**src/rtl/bomb_ctrl.sv**
```systemverilog
// -----------------------------------------------------------------------------
// bomb_ctrl
//
// Purpose:
//   Consumer side of a player's bomb-drop interface. On a rising edge of the
//   drop request it snaps a bomb onto the 32 px tile grid, runs the fuse,
//   blast and cooldown timers, and publishes the two blast hit rectangles.
//   The movement blocks test these rectangles for kill/respawn. One instance
//   runs per player and is clocked once per video frame.
//
// Optional feature (compile-time macro):
//   BOMB_REMOTE_DET_EN - adds the 'detonate' input. A rising edge of detonate
//                        while the bomb is armed cuts the fuse short and
//                        detonates on the next frame.
//
// Ports:
//   frame_clk                       in   frame-rate clock (rising edge)
//   Reset                           in   asynchronous, active-high reset
//   detonate                        in   remote detonation (BOMB_REMOTE_DET_EN only)
//   bomb_drop                       in   drop request level from the player block
//   userX, userY        [9:0]       in   player sprite top-left position
//   bomb_armed                      out  high while the fuse is burning
//   exploding                       out  high while the blast is live
//   bombX, bombY        [9:0]       out  bomb tile top-left position
//   hitHX/HY/HXS/HYS    [9:0]       out  horizontal arm: origin X, origin Y, width, height
//   hitVX/VY/VXS/VYS    [9:0]       out  vertical arm:   origin X, origin Y, width, height
// -----------------------------------------------------------------------------
module bomb_ctrl #(
    parameter int unsigned FUSE_FRAMES     = 120,
    parameter int unsigned BLAST_FRAMES    = 30,
    parameter int unsigned COOLDOWN_FRAMES = 15,
    parameter int unsigned BLAST_RANGE     = 1,
    parameter int unsigned TILE            = 32,
    parameter int unsigned ORIGIN          = 32,
    parameter int unsigned PLAY_END_X      = 576,
    parameter int unsigned PLAY_END_Y      = 448,
    parameter int unsigned HALF_X          = 9,
    parameter int unsigned HALF_Y          = 13
) (
    input  logic       frame_clk,
    input  logic       Reset,
`ifdef BOMB_REMOTE_DET_EN
    input  logic       detonate,
`endif
    input  logic       bomb_drop,
    input  logic [9:0] userX,
    input  logic [9:0] userY,
    output logic       bomb_armed,
    output logic       exploding,
    output logic [9:0] bombX,
    output logic [9:0] bombY,
    output logic [9:0] hitHX,
    output logic [9:0] hitHY,
    output logic [9:0] hitHXS,
    output logic [9:0] hitHYS,
    output logic [9:0] hitVX,
    output logic [9:0] hitVY,
    output logic [9:0] hitVXS,
    output logic [9:0] hitVYS
);

    // -------------------------------------------------------------------------
    // Derived constants
    // -------------------------------------------------------------------------
    localparam int unsigned RANGE_PX = BLAST_RANGE * TILE;
    localparam int unsigned TILE_SH  = $clog2(TILE);
    // Last tile index whose whole tile still fits inside the playfield.
    localparam int unsigned MAX_COL  = (PLAY_END_X - ORIGIN) / TILE - 1;
    localparam int unsigned MAX_ROW  = (PLAY_END_Y - ORIGIN) / TILE - 1;

    localparam logic [7:0] FUSE_LOAD  = 8'(FUSE_FRAMES - 1);
    localparam logic [7:0] BLAST_LOAD = 8'(BLAST_FRAMES - 1);
    localparam logic [7:0] COOL_LOAD  = (COOLDOWN_FRAMES == 0) ? 8'd0
                                                               : 8'(COOLDOWN_FRAMES - 1);

    typedef enum logic [1:0] {
        S_IDLE     = 2'd0,
        S_ARMED    = 2'd1,
        S_EXPLODE  = 2'd2,
        S_COOLDOWN = 2'd3
    } state_t;

    // -------------------------------------------------------------------------
    // Registers
    // -------------------------------------------------------------------------
    state_t     r_state;
    logic [7:0] r_timer;
    logic       r_drop_q;
    logic       r_bomb_armed;
    logic       r_exploding;
    logic [9:0] r_bombX;
    logic [9:0] r_bombY;
    logic [9:0] r_hitHX, r_hitHY, r_hitHXS, r_hitHYS;
    logic [9:0] r_hitVX, r_hitVY, r_hitVXS, r_hitVYS;

    // -------------------------------------------------------------------------
    // Edge detection of the request inputs
    // -------------------------------------------------------------------------
    logic w_drop_req;
    logic w_det_req;

    assign w_drop_req = bomb_drop & ~r_drop_q;

`ifdef BOMB_REMOTE_DET_EN
    logic r_det_q;

    assign w_det_req = detonate & ~r_det_q;

    always_ff @(posedge frame_clk or posedge Reset) begin
        if (Reset) begin
            r_det_q <= 1'b0;
        end else begin
            r_det_q <= detonate;
        end
    end
`else
    // Without the remote option the fuse can only expire on its own.
    assign w_det_req = 1'b0;
`endif

    // -------------------------------------------------------------------------
    // Tile snapping of the player centre (11-bit so the +HALF never wraps)
    // -------------------------------------------------------------------------
    logic [10:0] w_cx, w_cy;
    logic [10:0] w_col, w_row;
    logic [9:0]  w_snap_x, w_snap_y;

    // NOTE: every variable is given a value before any conditional update, so
    // no path through the block leaves it unassigned and no latch is inferred.
    always_comb begin
        w_cx  = {1'b0, userX} + 11'(HALF_X);
        w_cy  = {1'b0, userY} + 11'(HALF_Y);
        w_col = 11'd0;
        w_row = 11'd0;

        // A centre left of / above the playfield snaps to the first tile.
        if (w_cx >= 11'(ORIGIN)) begin
            w_col = (w_cx - 11'(ORIGIN)) >> TILE_SH;
        end
        if (w_cy >= 11'(ORIGIN)) begin
            w_row = (w_cy - 11'(ORIGIN)) >> TILE_SH;
        end

        // Keep the whole tile inside the playfield.
        if (w_col > 11'(MAX_COL)) begin
            w_col = 11'(MAX_COL);
        end
        if (w_row > 11'(MAX_ROW)) begin
            w_row = 11'(MAX_ROW);
        end

        w_snap_x = 10'(11'(ORIGIN) + (w_col << TILE_SH));
        w_snap_y = 10'(11'(ORIGIN) + (w_row << TILE_SH));
    end

    // -------------------------------------------------------------------------
    // Blast arm extents, clipped to the playfield on both ends
    // -------------------------------------------------------------------------
    logic [10:0] w_bx, w_by;
    logic [10:0] w_hx, w_hend, w_hxs;
    logic [10:0] w_vy, w_vend, w_vys;

    always_comb begin
        w_bx = {1'b0, r_bombX};
        w_by = {1'b0, r_bombY};

        if (w_bx < 11'(ORIGIN + RANGE_PX)) begin
            w_hx = 11'(ORIGIN);
        end else begin
            w_hx = w_bx - 11'(RANGE_PX);
        end
        w_hend = w_bx + 11'(TILE + RANGE_PX);
        if (w_hend > 11'(PLAY_END_X)) begin
            w_hend = 11'(PLAY_END_X);
        end
        w_hxs = w_hend - w_hx;

        if (w_by < 11'(ORIGIN + RANGE_PX)) begin
            w_vy = 11'(ORIGIN);
        end else begin
            w_vy = w_by - 11'(RANGE_PX);
        end
        w_vend = w_by + 11'(TILE + RANGE_PX);
        if (w_vend > 11'(PLAY_END_Y)) begin
            w_vend = 11'(PLAY_END_Y);
        end
        w_vys = w_vend - w_vy;
    end

    // -------------------------------------------------------------------------
    // Bomb FSM with registered outputs
    // -------------------------------------------------------------------------
    // NOTE: state is updated with non-blocking assignments so every register
    // samples the pre-edge values, independent of statement order.
    always_ff @(posedge frame_clk or posedge Reset) begin
        if (Reset) begin
            r_state      <= S_IDLE;
            r_timer      <= 8'd0;
            r_drop_q     <= 1'b0;
            r_bomb_armed <= 1'b0;
            r_exploding  <= 1'b0;
            r_bombX      <= 10'd0;
            r_bombY      <= 10'd0;
            r_hitHX      <= 10'd0;
            r_hitHY      <= 10'd0;
            r_hitHXS     <= 10'd0;
            r_hitHYS     <= 10'd0;
            r_hitVX      <= 10'd0;
            r_hitVY      <= 10'd0;
            r_hitVXS     <= 10'd0;
            r_hitVYS     <= 10'd0;
        end else begin
            r_drop_q <= bomb_drop;

            case (r_state)
                S_IDLE: begin
                    if (w_drop_req) begin
                        r_state      <= S_ARMED;
                        r_timer      <= FUSE_LOAD;
                        r_bombX      <= w_snap_x;
                        r_bombY      <= w_snap_y;
                        r_bomb_armed <= 1'b1;
                    end
                end

                S_ARMED: begin
                    // Remote detonation and natural expiry share one path, so
                    // a coincident edge behaves exactly like expiry.
                    if ((r_timer == 8'd0) || w_det_req) begin
                        r_state      <= S_EXPLODE;
                        r_timer      <= BLAST_LOAD;
                        r_bomb_armed <= 1'b0;
                        r_exploding  <= 1'b1;
                        // Rectangles are loaded on entry so they are valid in
                        // the very first EXPLODE cycle.
                        r_hitHX      <= 10'(w_hx);
                        r_hitHY      <= r_bombY;
                        r_hitHXS     <= 10'(w_hxs);
                        r_hitHYS     <= 10'(TILE);
                        r_hitVX      <= r_bombX;
                        r_hitVY      <= 10'(w_vy);
                        r_hitVXS     <= 10'(TILE);
                        r_hitVYS     <= 10'(w_vys);
                    end else begin
                        r_timer <= r_timer - 8'd1;
                    end
                end

                S_EXPLODE: begin
                    if (r_timer == 8'd0) begin
                        r_exploding <= 1'b0;
                        r_hitHX     <= 10'd0;
                        r_hitHY     <= 10'd0;
                        r_hitHXS    <= 10'd0;
                        r_hitHYS    <= 10'd0;
                        r_hitVX     <= 10'd0;
                        r_hitVY     <= 10'd0;
                        r_hitVXS    <= 10'd0;
                        r_hitVYS    <= 10'd0;
                        if (COOLDOWN_FRAMES == 0) begin
                            r_state <= S_IDLE;
                            r_timer <= 8'd0;
                        end else begin
                            r_state <= S_COOLDOWN;
                            r_timer <= COOL_LOAD;
                        end
                    end else begin
                        r_timer <= r_timer - 8'd1;
                    end
                end

                S_COOLDOWN: begin
                    if (r_timer == 8'd0) begin
                        r_state <= S_IDLE;
                    end else begin
                        r_timer <= r_timer - 8'd1;
                    end
                end

                default: begin
                    r_state <= S_IDLE;
                    r_timer <= 8'd0;
                end
            endcase
        end
    end

    assign bomb_armed = r_bomb_armed;
    assign exploding  = r_exploding;
    assign bombX      = r_bombX;
    assign bombY      = r_bombY;
    assign hitHX      = r_hitHX;
    assign hitHY      = r_hitHY;
    assign hitHXS     = r_hitHXS;
    assign hitHYS     = r_hitHYS;
    assign hitVX      = r_hitVX;
    assign hitVY      = r_hitVY;
    assign hitVXS     = r_hitVXS;
    assign hitVYS     = r_hitVYS;

endmodule

```
**config.mk**
```make
export PLATFORM = sky130hd
export DESIGN_NAME = bomb_ctrl
export DESIGN_NICKNAME = d
export VERILOG_FILES = /design/src/rtl/bomb_ctrl.sv
export SDC_FILE = /design/constraint.sdc
export NUM_CORES = 1
export LEC_CHECK = 0
export ABC_AREA = 1
export BUFFER_PORTS_ARGS = -buffer_cell sky130_fd_sc_hd__buf_4
export CORE_ASPECT_RATIO = 0.9
export CORE_MARGIN = 10
export CORE_UTILIZATION = 35
export DETAILED_ROUTE_END_ITERATION = 7
export GPL_ROUTABILITY_DRIVEN = 0
export GPL_TIMING_DRIVEN = 0
export RECOVER_POWER = 50
export SYNTH_ARGS = -nofsm -noshare
export SYNTH_HDL_FRONTEND = slang
export SYNTH_SLANG_ARGS = --single-unit
export TNS_END_PERCENT = 1
```
**constraint.sdc**
```tcl
create_clock -name frame_clk -period 6.55 [get_ports frame_clk]
set_input_delay 1.6375 -clock frame_clk [delete_from_list [all_inputs] [get_ports frame_clk]]
set_output_delay 1.6375 -clock frame_clk [all_outputs]
set_load 0.03 [all_outputs]
```
==> impl_metrics.toml <==
[outcome]
status = "complete, but fails checks"
violations = "capacitance limit, slew limit"

[cts]
cts_setup_buffers = 0
cts_sinks = 53
clockBufferDepth = 2
numCtsBuffers = 5
holdBufCountCts = 0
cts_tree = "done"
clk_pin_slew_ns = 0.07
cts_resized = 0
clock_latency_ns = 0.29
root_buffer = "clkbuf_16"
htreeDepth = 2

[setup_path]
crit_fanout = 4
critPathTopFamily = "simple AND/OR/NAND/NOR gates"
crit_arrival_ns = 3.80
critPathCaptureType = "flip-flop"
cp_common_cell = "nand2_1"
critPathLaunch = "userY[2]"
path_cells = "buf_4 -> nor2_2 -> nand2_2 -> nand3_1 -> nand2_1 -> ha_1 -> inv_1 -> xor2_2 -> nand2_2 -> nor2_1 -> nand2_1 -> and2_1 -> nand2_1 -> inv_1 -> ha_1 -> nand3b_1 -> nand3_1 -> o21ai_1"
rrSetupSlack_ns = 3.92
cp_slowest_cell = "ha_1"
startpoint_type = "input port"
worstSetupPathType = "in -> reg"
path_buf_inv = 3
r2r-start = "bombX[6]"
cpPeakStageDelay_ns = 0.25
crit_required_ns = 6.72

[floorplanning]
die_w_um = 136
die_y_um = 125
dieArea_mm2 = 0.0169
num_io_pins = 125
start_util_pct = 35.5
fp-row-count = 38
core_mm2 = 0.0120

[synthesis]
yosys_register_bits = 53
yosysMostFrequentCell = "nand2_1"
synthFlopType = "dfrtp_1"
synthCells = 566
yosys.area.top_type_share_pct = 31.2
ys_top_cells_by_area = "dfrtp_1, nand2_1, buf_4"
ys_seq_area_share_pct = 31.2
syn_area_per_cell_um2 = 7.50
syn_area_mm2 = 0.00425
synth_edf_count = 0
ys_types = 46
ys_top_cells_by_count = "nand2_1, inv_1, buf_4"
yosysWarnings = 0
postSynth.asyncResetShare_pct = 100
synth.largest_area_cell = "dfrtp_1"

[sta]
slew_headroom_pct = -9.11
setup_viol_count_final = 0
tightest_slew_ns = 1.64
fin_setup_tns_ns = 0
whs_ns = 0.483
setup_ws_ns = 2.92
min_period_over_period_pct = 55.4
fin_skew_ns = 0.00319
drv_slew = 32
hold_viol_final = 0
rsz0062_at_grt = "no"
fin_crit_ns = 3.63
fmax_ghz = 0.275

[job]
drv_cap = 1

[final_layout]
antenna_cells = 0
area_growth_syn_to_layout_pct = 25.3
nNetsFinal = 749
fin_area_mm2 = 0.00532
drive_gt1_share_pct = 25.1

[pwr]
p_leak_nw = 2.97
vdd_drop_max_uv = 101
p_total_uw = 930
power-per-cell-area_mw_per_mm2 = 175

[drt]
via_count = 3700
drtIter0Drc = 179
detail-route-antenna-nets = 0
drt_pre_antenna_iters = 4
vias_per_cell = 4.31
drc = 0
wl_per_cell_um = 11.7
routed_wl_um = 10100

[worst_hold_path]
hp-class = "reg -> reg"
min_from = "hitHY[9]"

[global_route]
grt_first_pass_wirelength_um = 16900
grt-ovfl-total = 0
grt_pass1_vias = 3605
grt_max_degree = 32
grt_util_all_layers_pct = 11.6
antenna_found_initial = 0

[placement]
post-dp-hpwl_um = 8420
portBuffers = 66
pre_cts_ws_ns = 2.63
dpl-instance-area_mm2 = 0.00518
-- final timing paths --
path,cells after the start,endpoint
setup reg to reg,15,hitHXS[8]
max in group asynchronous,3,hitVYS[5]
hold reg to reg,2,hitHY[9]
min in group asynchronous,2,r_timer[5]
hold / removal,2,hitHY[9]
setup / recovery,18,bombY[7]
-- power breakdown --
group	internal (mW)	switching [mW]	total [mW]
registers	0.333	0.00680	0.340
logic	0.107	0.180	0.287
clock network	0.191	0.113	0.304
-- tightest hold or removal path: cells and delay by family, from the launching register on --
| kind | cells | cell delay [ns] |
|---|---|---|
| flops | 1 | 0.35 |
| simple gates | 2 | 0.10 |
-- registers in the layout, summed over array words and instances (netlist names), 2 cells and up --
name	cells
hitVX	5
bombX	5
hitHXS	5
r_state	2
hitVY	5
hitHY	5
bombY	5
r_timer	8
hitHX	5
hitVYS	5
-- layout make-up --
| type | count | area (µm²) |
|---|---|---|
| Buffer | 69 | 488 |
| Sequential cell | 53 | 1330 |
| Clock inverter | 1 | 30.0 |
| Timing Repair Buffer | 67 | 499 |
| Clock buffer | 7 | 143 |
| Multi-Input combinational cell | 423 | 2340 |
| Fill cell | 1226 | 6660 |
| Inverter | 78 | 293 |
| Tap cell | 160 | 200 |
-- routing by layer --
layer  track usage, %  vias to the layer above  share of wire, %
met4             2.25                        0              0.67
met5                0                        -                 0
met2             18.9                      104                45
met1             15.1                     1638                47
li1                 -                     1954                 -
met3             3.06                        4               6.8
-- placed cells by master (no fill, tap or decap), types with 11 or more instances in the layout --
master,netlist,final
a21oi_1,14,14
buf_4,61,125
conb_1,1,58
dfrtp_1,53,53
ha_1,27,27
inv_1,72,73
nand2_1,127,128
nand2_2,13,12
nand3_1,30,30
nor2_1,31,32
o21ai_0,32,36
xor2_1,11,11
-- cell families after synthesis --
kind of cell / after synthesis / synth area share, %
xor+xnor: 15 / 3.27
simple gates: 245 / 27.7
fa+ha+maj: 29 / 8.90
other cells: 1 / 0.0883
compound gates: 75 / 10.2
buf+inv: 147 / 18.4
mux: 1 / 0.236
flops: 53 / 31.2
-- metrics by stage --
| stage | std cells | util [%] |
|---|---|---|
| 6_report | 858 | 44.4 |
| 5_1_grt | 858 | 44.4 |
| 4_1_cts | 858 | 44.7 |
| 3_5_place_dp | 850 | 43.2 |
| 3_3_place_gp | 849 | 43.0 |
| 2_1_floorplan | 623 | - |
Note: power is estimated with default switching activity, not from simulation.
